File: config.mk
export PLATFORM = sky130hd
export DESIGN_NAME = mult_div_unit
export DESIGN_NICKNAME = d
export VERILOG_FILES = /design/src/rtl/mult_div_pkg.sv /design/src/rtl/mult_div_divstep.sv /design/src/rtl/mult_div_unit.sv
export SDC_FILE = /design/constraint.sdc
export NUM_CORES = 1
export LEC_CHECK = 0
export ABC_AREA = 1
export BUFFER_PORTS_ARGS = -buffer_cell sky130_fd_sc_hd__buf_2
export CORE_MARGIN = 5
export CORE_UTILIZATION = 45
export DETAILED_ROUTE_END_ITERATION = 7
export GPL_TIMING_DRIVEN = 1
export PLACE_DENSITY = 0.63
export SETUP_SLACK_MARGIN = 0.02
export SKIP_LAST_GASP = 1
export SLEW_MARGIN = 30
export SYNTH_ARGS = -nofsm -noshare
export SYNTH_HDL_FRONTEND = slang
export SYNTH_SLANG_ARGS = --single-unit
File: constraint.sdc
create_clock -name clk -period 3.38 [get_ports clk]
set_clock_uncertainty 0.15 [all_clocks]
set_input_delay 0.169 -clock clk [delete_from_list [all_inputs] [get_ports clk]]
set_output_delay 0.169 -clock clk [all_outputs]
set_load 0.005 [all_outputs]
File: src/rtl/mult_div_pkg.sv
// Shared types for the iterative multiply/divide unit: op encoding, FSM states
// and the default operand width.
package mult_div_pkg;

  localparam int DEFAULT_WIDTH = 32;

  typedef enum logic [1:0] {
    OP_MULTU = 2'b00,
    OP_MULT  = 2'b01,
    OP_DIVU  = 2'b10,
    OP_DIV   = 2'b11
  } op_e;

  typedef enum logic [1:0] {
    IDLE = 2'b00,
    CALC = 2'b01,
    FIX  = 2'b10,
    DONE = 2'b11
  } state_e;

endpackage

File: src/rtl/mult_div_divstep.sv
// One combinational restoring-division step: shift the next dividend bit into
// the partial remainder, trial-subtract the divisor, keep or restore.
module mult_div_divstep
  import mult_div_pkg::*;
#(
  parameter int WIDTH = DEFAULT_WIDTH
) (
  input  logic [WIDTH-1:0] rem_in,
  input  logic             bit_in,
  input  logic [WIDTH-1:0] divisor,
  output logic [WIDTH-1:0] rem_out,
  output logic             q_bit
);

  logic [WIDTH:0] shifted;
  logic [WIDTH:0] diff;

  // The partial remainder stays below the divisor, so a set top bit of the
  // (WIDTH+1)-bit difference can only mean the trial subtraction went negative.
  always_comb begin
    shifted = {rem_in, bit_in};
    diff    = shifted - {1'b0, divisor};
    q_bit   = ~diff[WIDTH];
    rem_out = q_bit ? diff[WIDTH-1:0] : shifted[WIDTH-1:0];
  end

endmodule

File: src/rtl/mult_div_unit.sv
// Iterative multiply/divide unit (shift-add multiply, restoring divide), one bit
// per cycle. Define MULT_DIV_SIGNED_EN to make MULT/DIV signed; otherwise unsigned.
module mult_div_unit
  import mult_div_pkg::*;
#(
  parameter int WIDTH = DEFAULT_WIDTH
) (
  input  logic             clk,
  input  logic             reset,
  input  logic             start,
  input  logic [1:0]       op,
  input  logic [WIDTH-1:0] a_in,
  input  logic [WIDTH-1:0] b_in,
  output logic             busy,
  output logic             done,
  output logic             div_zero,
  output logic [WIDTH-1:0] hi_out,
  output logic [WIDTH-1:0] lo_out
);

  localparam int CW = $clog2(WIDTH);

  state_e           state, state_next;
  op_e              op_reg;
  logic [WIDTH-1:0] a_reg, b_reg;
  logic [WIDTH-1:0] work_hi, work_lo;
  logic [CW-1:0]    cnt;
  logic             dz_reg;

  logic             req_is_div, req_div_zero, is_div;
  logic [WIDTH-1:0] a_mag, b_mag;
  logic [WIDTH:0]   mul_sum;
  logic [WIDTH-1:0] div_rem;
  logic             div_q;
  logic [WIDTH-1:0] fix_hi, fix_lo;

`ifdef MULT_DIV_SIGNED_EN
  logic             neg_a, neg_b;
  logic             req_signed;
  logic [2*WIDTH-1:0] prod_neg;
`endif

  // Operands are held as magnitudes; the sign work is deferred to FIX.
  always_comb begin
    req_is_div   = op[1];
    req_div_zero = req_is_div && (b_in == '0);
`ifdef MULT_DIV_SIGNED_EN
    req_signed = op[0];
    a_mag      = (req_signed && a_in[WIDTH-1]) ? -a_in : a_in;
    b_mag      = (req_signed && b_in[WIDTH-1]) ? -b_in : b_in;
`else
    a_mag = a_in;
    b_mag = b_in;
`endif
  end

  always_ff @(posedge clk) begin
    if (reset) state <= IDLE;
    else       state <= state_next;
  end

  always_comb begin
    state_next = state;
    busy       = (state != IDLE);
    done       = 1'b0;
    div_zero   = 1'b0;
    case (state)
      IDLE: if (start) state_next = req_div_zero ? DONE : CALC;
      CALC: if (cnt == CW'(WIDTH - 1)) state_next = FIX;
      FIX:  state_next = DONE;
      DONE: begin
        done       = 1'b1;
        div_zero   = dz_reg;
        state_next = IDLE;
      end
      default: state_next = IDLE;
    endcase
  end

  always_comb begin
    is_div  = (op_reg == OP_DIVU) || (op_reg == OP_DIV);
    mul_sum = {1'b0, work_hi} + (work_lo[0] ? {1'b0, a_reg} : '0);
  end

  mult_div_divstep #(.WIDTH(WIDTH)) u_divstep (
    .rem_in  (work_hi),
    .bit_in  (work_lo[WIDTH-1]),
    .divisor (b_reg),
    .rem_out (div_rem),
    .q_bit   (div_q)
  );

  // Product: negate the full double-width value. Quotient truncates toward zero
  // and the remainder follows the dividend, so each half is negated on its own.
  always_comb begin
    fix_hi = work_hi;
    fix_lo = work_lo;
`ifdef MULT_DIV_SIGNED_EN
    prod_neg = -{work_hi, work_lo};
    if (op_reg == OP_MULT && (neg_a ^ neg_b)) begin
      {fix_hi, fix_lo} = prod_neg;
    end else if (op_reg == OP_DIV) begin
      if (neg_a ^ neg_b) fix_lo = -work_lo;
      if (neg_a)         fix_hi = -work_hi;
    end
`endif
  end

  // Multiply shifts the product right through work_hi:work_lo; divide shifts
  // the dividend out of work_lo while quotient bits fill it from the bottom.
  always_ff @(posedge clk) begin
    if (reset) begin
      op_reg  <= OP_MULTU;
      a_reg   <= '0;
      b_reg   <= '0;
      work_hi <= '0;
      work_lo <= '0;
      cnt     <= '0;
      dz_reg  <= 1'b0;
      hi_out  <= '0;
      lo_out  <= '0;
`ifdef MULT_DIV_SIGNED_EN
      neg_a   <= 1'b0;
      neg_b   <= 1'b0;
`endif
    end else begin
      case (state)
        IDLE: if (start) begin
          op_reg  <= op_e'(op);
          a_reg   <= a_mag;
          b_reg   <= b_mag;
          work_hi <= '0;
          work_lo <= req_is_div ? a_mag : b_mag;
          cnt     <= '0;
          dz_reg  <= req_div_zero;
`ifdef MULT_DIV_SIGNED_EN
          neg_a   <= req_signed && a_in[WIDTH-1];
          neg_b   <= req_signed && b_in[WIDTH-1];
`endif
        end
        CALC: begin
          cnt <= cnt + 1'b1;
          if (is_div) begin
            work_hi <= div_rem;
            work_lo <= {work_lo[WIDTH-2:0], div_q};
          end else begin
            work_hi <= mul_sum[WIDTH:1];
            work_lo <= {mul_sum[0], work_lo[WIDTH-1:1]};
          end
        end
        FIX: begin
          hi_out <= fix_hi;
          lo_out <= fix_lo;
        end
        default: ;
      endcase
    end
  end

endmodule

-- Word-level counts from Yosys, hierarchy flattened
Cells that the tools add are included.
- add/sub/neg operators: 3
- equality and inequality tests: 8
- muxes and demuxes: 17
- bitwise logic cells: 1
- reductions and logical operators: 9
- operators by type and width (operator ; number):
    $mux 32 ; 7
    $pmux 32 s2 ; 2
    $add 32x32->33 ; 1
    $sub 33x32->33 ; 1
    $logic_not 32->1 ; 1
    $pmux 5 s2 ; 1
    $eq 2x2->1 const B ; 4
    $pmux 2 s4 ; 1
    $mux 2 ; 3
    $reduce_and 2->1 ; 3
    $add 5x1->5 const B ; 1
    $eq 5x5->1 const B ; 1
    $mux 5 ; 1
    $ne 2x2->1 const B ; 2
    $reduce_bool 2->1 ; 2
    $eq 2x1->1 const B ; 1
    $logic_not 2->1 ; 1
    $mux 1 ; 2
    $logic_and 1x1->1 ; 1
    $logic_or 1x1->1 ; 1
    $not 1->1 ; 1
- bits in registers: 202
- bits of input ports: 69
- output and inout port bits: 67
- logic and storage cells: 48

-- Logic depth before layout (Yosys ltp)
- word-level depth: 5
- depth in mapped cells: 21
- gate-level depth less buffers: 20

-- Modules after synthesis
From an unflattened synthesis, not the netlist that was laid out.
- cell total of the unflattened synthesis: 2395
- area total of the unflattened synthesis: 14172.3 um^2
- modules (own cells, without submodules) (module ; instances ; cells an instance ; area an instance (um^2) ; seq. area each (um^2)):
    mult_div_unit ; 1 ; 1715 ; 11021.8 ; 4023.9
    mult_div_divstep ; 1 ; 680 ; 3150.5 ; 0.0

-- Worst setup path before layout
OpenSTA, ideal clock, no wires.
- path kind: register to register
- from: register work_lo[0], in the netlist fix_lo[0]
- to: register work_hi[31], in the netlist fix_hi[31]
- setup time: 70 ps
- arrival time: 2635 ps
- data required time: 3160 ps
- setup slack: 524 ps
- stages on the path, launching flop included: 19
- buffers on the path: 2
- clock period less this slack: 2856 ps
- cell sequence: dfxtp_1 clkbuf_1 clkbuf_1 nand2_1 inv_1 ha_1 inv_1 fa_1 o21ai_2 a21oi_1 o21ai_0 nand2_1 nand2_1 nand2_1 nand2_1 nand2_1 inv_1 nand2_1 a21oi_1
- longest elaborated chain between the ends: 4
- ends and longest elaborated chain (element ; line ; source):
    from (decl) ; mult_div_unit.sv:26 ; logic [WIDTH-1:0] work_hi, work_lo;
    from (signal assigned) ; mult_div_unit.sv:133 ; work_lo <= req_is_div ? a_mag : b_mag;
    from (signal assigned) ; mult_div_unit.sv:145 ; work_lo <= {work_lo[WIDTH-2:0], div_q};
    from (signal assigned) ; mult_div_unit.sv:148 ; work_lo <= {mul_sum[0], work_lo[WIDTH-1:1]};
    $mux 32 ; mult_div_unit.sv:82 ; mul_sum = {1'b0, work_hi} + (work_lo[0] ? {1'b0, a_reg} : '0);
    $add 32x32->33 ; mult_div_unit.sv:82 ;
    $mux 32 ; mult_div_unit.sv:143 ; if (is_div) begin
    $pmux 32 s2 ; mult_div_unit.sv:127 ; case (state)
    to (signal assigned) ; mult_div_unit.sv:144 ; work_hi <= div_rem;
    to (signal assigned) ; mult_div_unit.sv:147 ; work_hi <= mul_sum[WIDTH:1];
    to (decl) ; mult_div_unit.sv:26 ;
No other way between the ends.
A chain may end at the register's enable or synchronous reset.

-- Worst setup path in the final report
- from: register work_lo[31], in the netlist fix_lo[31]
- to: register work_hi[26], in the netlist fix_hi[26]
- longest elaborated chain between the ends: 4
- ends and longest elaborated chain (element ; line ; source):
    $sub 33x32->33 ; mult_div_divstep.sv:22 ; diff = shifted - {1'b0, divisor};
    $mux 32 ; mult_div_divstep.sv:24 ; rem_out = q_bit ? diff[WIDTH-1:0] : shifted[WIDTH-1:0];
    $mux 32 ; mult_div_unit.sv:143 ;
    $pmux 32 s2 ; mult_div_unit.sv:127 ;
No other way between the ends.

==> results.yml <==
logic_synthesis:
  synth_top_family_by_area: "simple AND/OR/NAND/NOR gates"
  ys_warn_count: 0
  ys_seq_area_share_pct: 29.9
  ys.flop_type: "dfxtp_1"
  synth-xor-area-share_pct: 1.30
  yosys.area_share.adder_pct: 6.79
  postSynthAreaPerCell_sq_um: 6.28
  synth_top_area_cell: "dfxtp_1"
  synth_edf_count: 0
  synthSimpleGateAreaFrac_pct: 28.0
  synth_compound_area_share_pct: 22.1
  synth_nets: 2286
  syn_inst: 2145
  synth.top_cell.area_share_pct: 29.9
  synth_seq_cells: 201
  synth.distinct_cells: 44
  synthMuxAreaShare_pct: 0
  synth_area_sq_um: 13500
  synthTopCellsByArea: "dfxtp_1, nand2_1, o21ai_0"
  synthArstFlopShare_pct: 0
final_layout:
  final_cells: 2718
  antenna_cells: 0
  final_cell_mix: "nand2_1, inv_1, o21ai_0"
  layout_commonest_cell: "nand2_1"
  final_nets: 2451
  layout-drive-gt1-share_pct: 12.2
  final_util_pct: 54.3
  syn_to_final_growth_pct: 19.5
  final_cell_area_sq_um: 16100
clocking:
  cts.path.max_buffers: 3
  cts.sinks: 201
  cts_resized: 0
  numCtsBuffers: 24
  htree_levels: 1
  clk_pin_slew_ns: 0.07
  clock_latency_ns: 0.53
  cts_root_buffer: "clkbuf_16"
  cts_tree: "built"
place:
  placedInstanceArea_sq_um: 14600
  hpwl_microns: 35900
  dp.cells: 2609
  io_buffers: 134
  place_congestion: 0.931
global_route:
  grt_usage_pct: 27.4
  antenna_found_initial: 2
  grt_pass1_wl_microns: 74500
  grt_max_degree: 84
  gr-total-overflow: 0
  grt_pass1_vias: 13700
sta:
  finalCriticalPeriod_ns: 3.08
  finalSetupTns_ns: 0
  max_freq_ghz: 0.325
  setup_viol: 0
  worst_pin_slew_ns: 0.780
  fin_hold_ws_ns: 0.0670
  rsz0062_at_grt: "no"
  hold_viol: 0
  slew_headroom_pct: 47.9
  fin_crit_sh_pct: 91.0
  slew_violations: 0
setup_path:
  cp_common_cell: "nand2_1"
  cp.depth: 20
  crit_type: "reg -> reg"
  slowest_delay_ns: 0.43
  crit_start: "fix_lo[31]"
  endpoint: "fix_hi[26]"
  cp-end-kind: "flop"
  rr_startpoint: "fix_lo[31]"
  slowest_stage: "fa_1"
  startpoint_type: "flop"
  cpLargestDelayFamily: "simple AND/OR/NAND/NOR gates"
  crit_arrival_ns: 3.38
  r2r_cells: 20
  worst-path-buf-inv: 3
  reg2reg_slack_ns: 0.30
  worstPathMaxFanout: 16
  r2r-end: "fix_hi[26]"
  cp_data_required_time_ns: 3.68
  crit_chain: "inv_1, ha_1, fa_1, inv_1, nand2_1, nand2_1, nand3_1, nand2_2, nand2_2, nand2_4, nand2_2, nand2_1, nand2_4, nand2_4, inv_1, nor2_1, nand2_1, nand2_1, nand2_1, a21oi_1"
status:
  outcome: "finished clean"
route:
  wire_per_inst_microns: 17.4
  firstDrtPassIters: 6
  drt-total-wl_microns: 47300
  drtIter0Drc: 1299
  avgViaCountPerCell: 5.31
  drc: 0
  antenna_left: 0
  vias: 14400
die:
  core_sq_um: 29600
  num_rows: 63
  ios: 136
  initial_core_util_pct: 45.5
  die-area_sq_um: 33500
  die_h_microns: 183
  die_w_microns: 183
power_and_ir_drop:
  ir_drop_mv: 0.456
  p_leak_uw: 0.00815
  p_per_area_nw_per_um2: 787
hold_path:
  hp-class: "in -> reg"
flow_run:
  drv_cap: 0
## tightest hold or removal path, cell delays in order
cell     delay [ns]
buf_2          0.11
or2_2          0.12
o21ai_0        0.11
inv_1          0.11
a31oi_1        0.08
## cell type report
| cell class | instances | area, sq um |
|---|---|---|
| sequential | 201 | 4030 |
| multi-input combinational | 1529 | 7870 |
| fill | 3080 | 13500 |
| inverter | 315 | 1180 |
| tap | 390 | 488 |
| timing repair buffer | 239 | 1660 |
| clock inverter | 10 | 166 |
| clock buffer | 34 | 709 |
## power by group
part	leakage, uW	internal (uW)	switching, uW
logic	0.00608	2060	4230
registers	0.00165	3080	454
clock network	0.000422	1770	1080
total	0.00815	6910	5770
## through the flow
stage / power [uW] / setup slack (ns)
2_1_floorplan: 7820 / 0.524
4_1_cts: 12700 / 0.328
5_1_grt: 13700 / 0.0860
3_5_place_dp: 9710 / 0.354
6_report: 12700 / 0.303
3_3_place_gp: 9640 / 0.399
## logic make-up after synthesis
family / after synthesis
AOI/OAI and AO/OA: 547
xor gates and xnor gates: 20
adders and majority gates: 72
buffers and inverters: 415
DFF: 201
and+or+nand+nor: 890
## per-layer routing
metal,vias up,part of all wire [%],wire [microns],global-route usage (%)
li1,7294,-,-,-
met1,6573,48,22500,39.9
met2,490,44,20800,44.0
met3,82,6.3,2960,3.31
met4,4,1.9,911,5.66
met5,-,0.057,27,0
## cell usage after synthesis (all sizes together) (16+ instances only)
cell,instances
nor3,16
nand3,135
o211ai,19
a21oi,232
inv,313
o21a,16
nor2,227
clkbuf,88
o21ai,247
ha,70
nand2,472
dfxtp,201
## repair_timing
action	CTS	global route
endpoints found under the hold margin	86	0
setup buffers	0	0
hold buffers	65	0
## worst min-delay path by stage
stage | from | to | slack, ns | cells after the start
floorplan | a_in[10] | a_reg[10] | 0.17 | 2
global route | start | state[0] | 0.09 | 5
detailed placement | a_in[6] | a_reg[6] | 0.29 | 3
finish | start | state[0] | 0.07 | 5
global placement | a_in[7] | a_reg[7] | 0.27 | 3
CTS | start | state[0] | 0.04 | 5
Power figures use the tool's default switching activity.
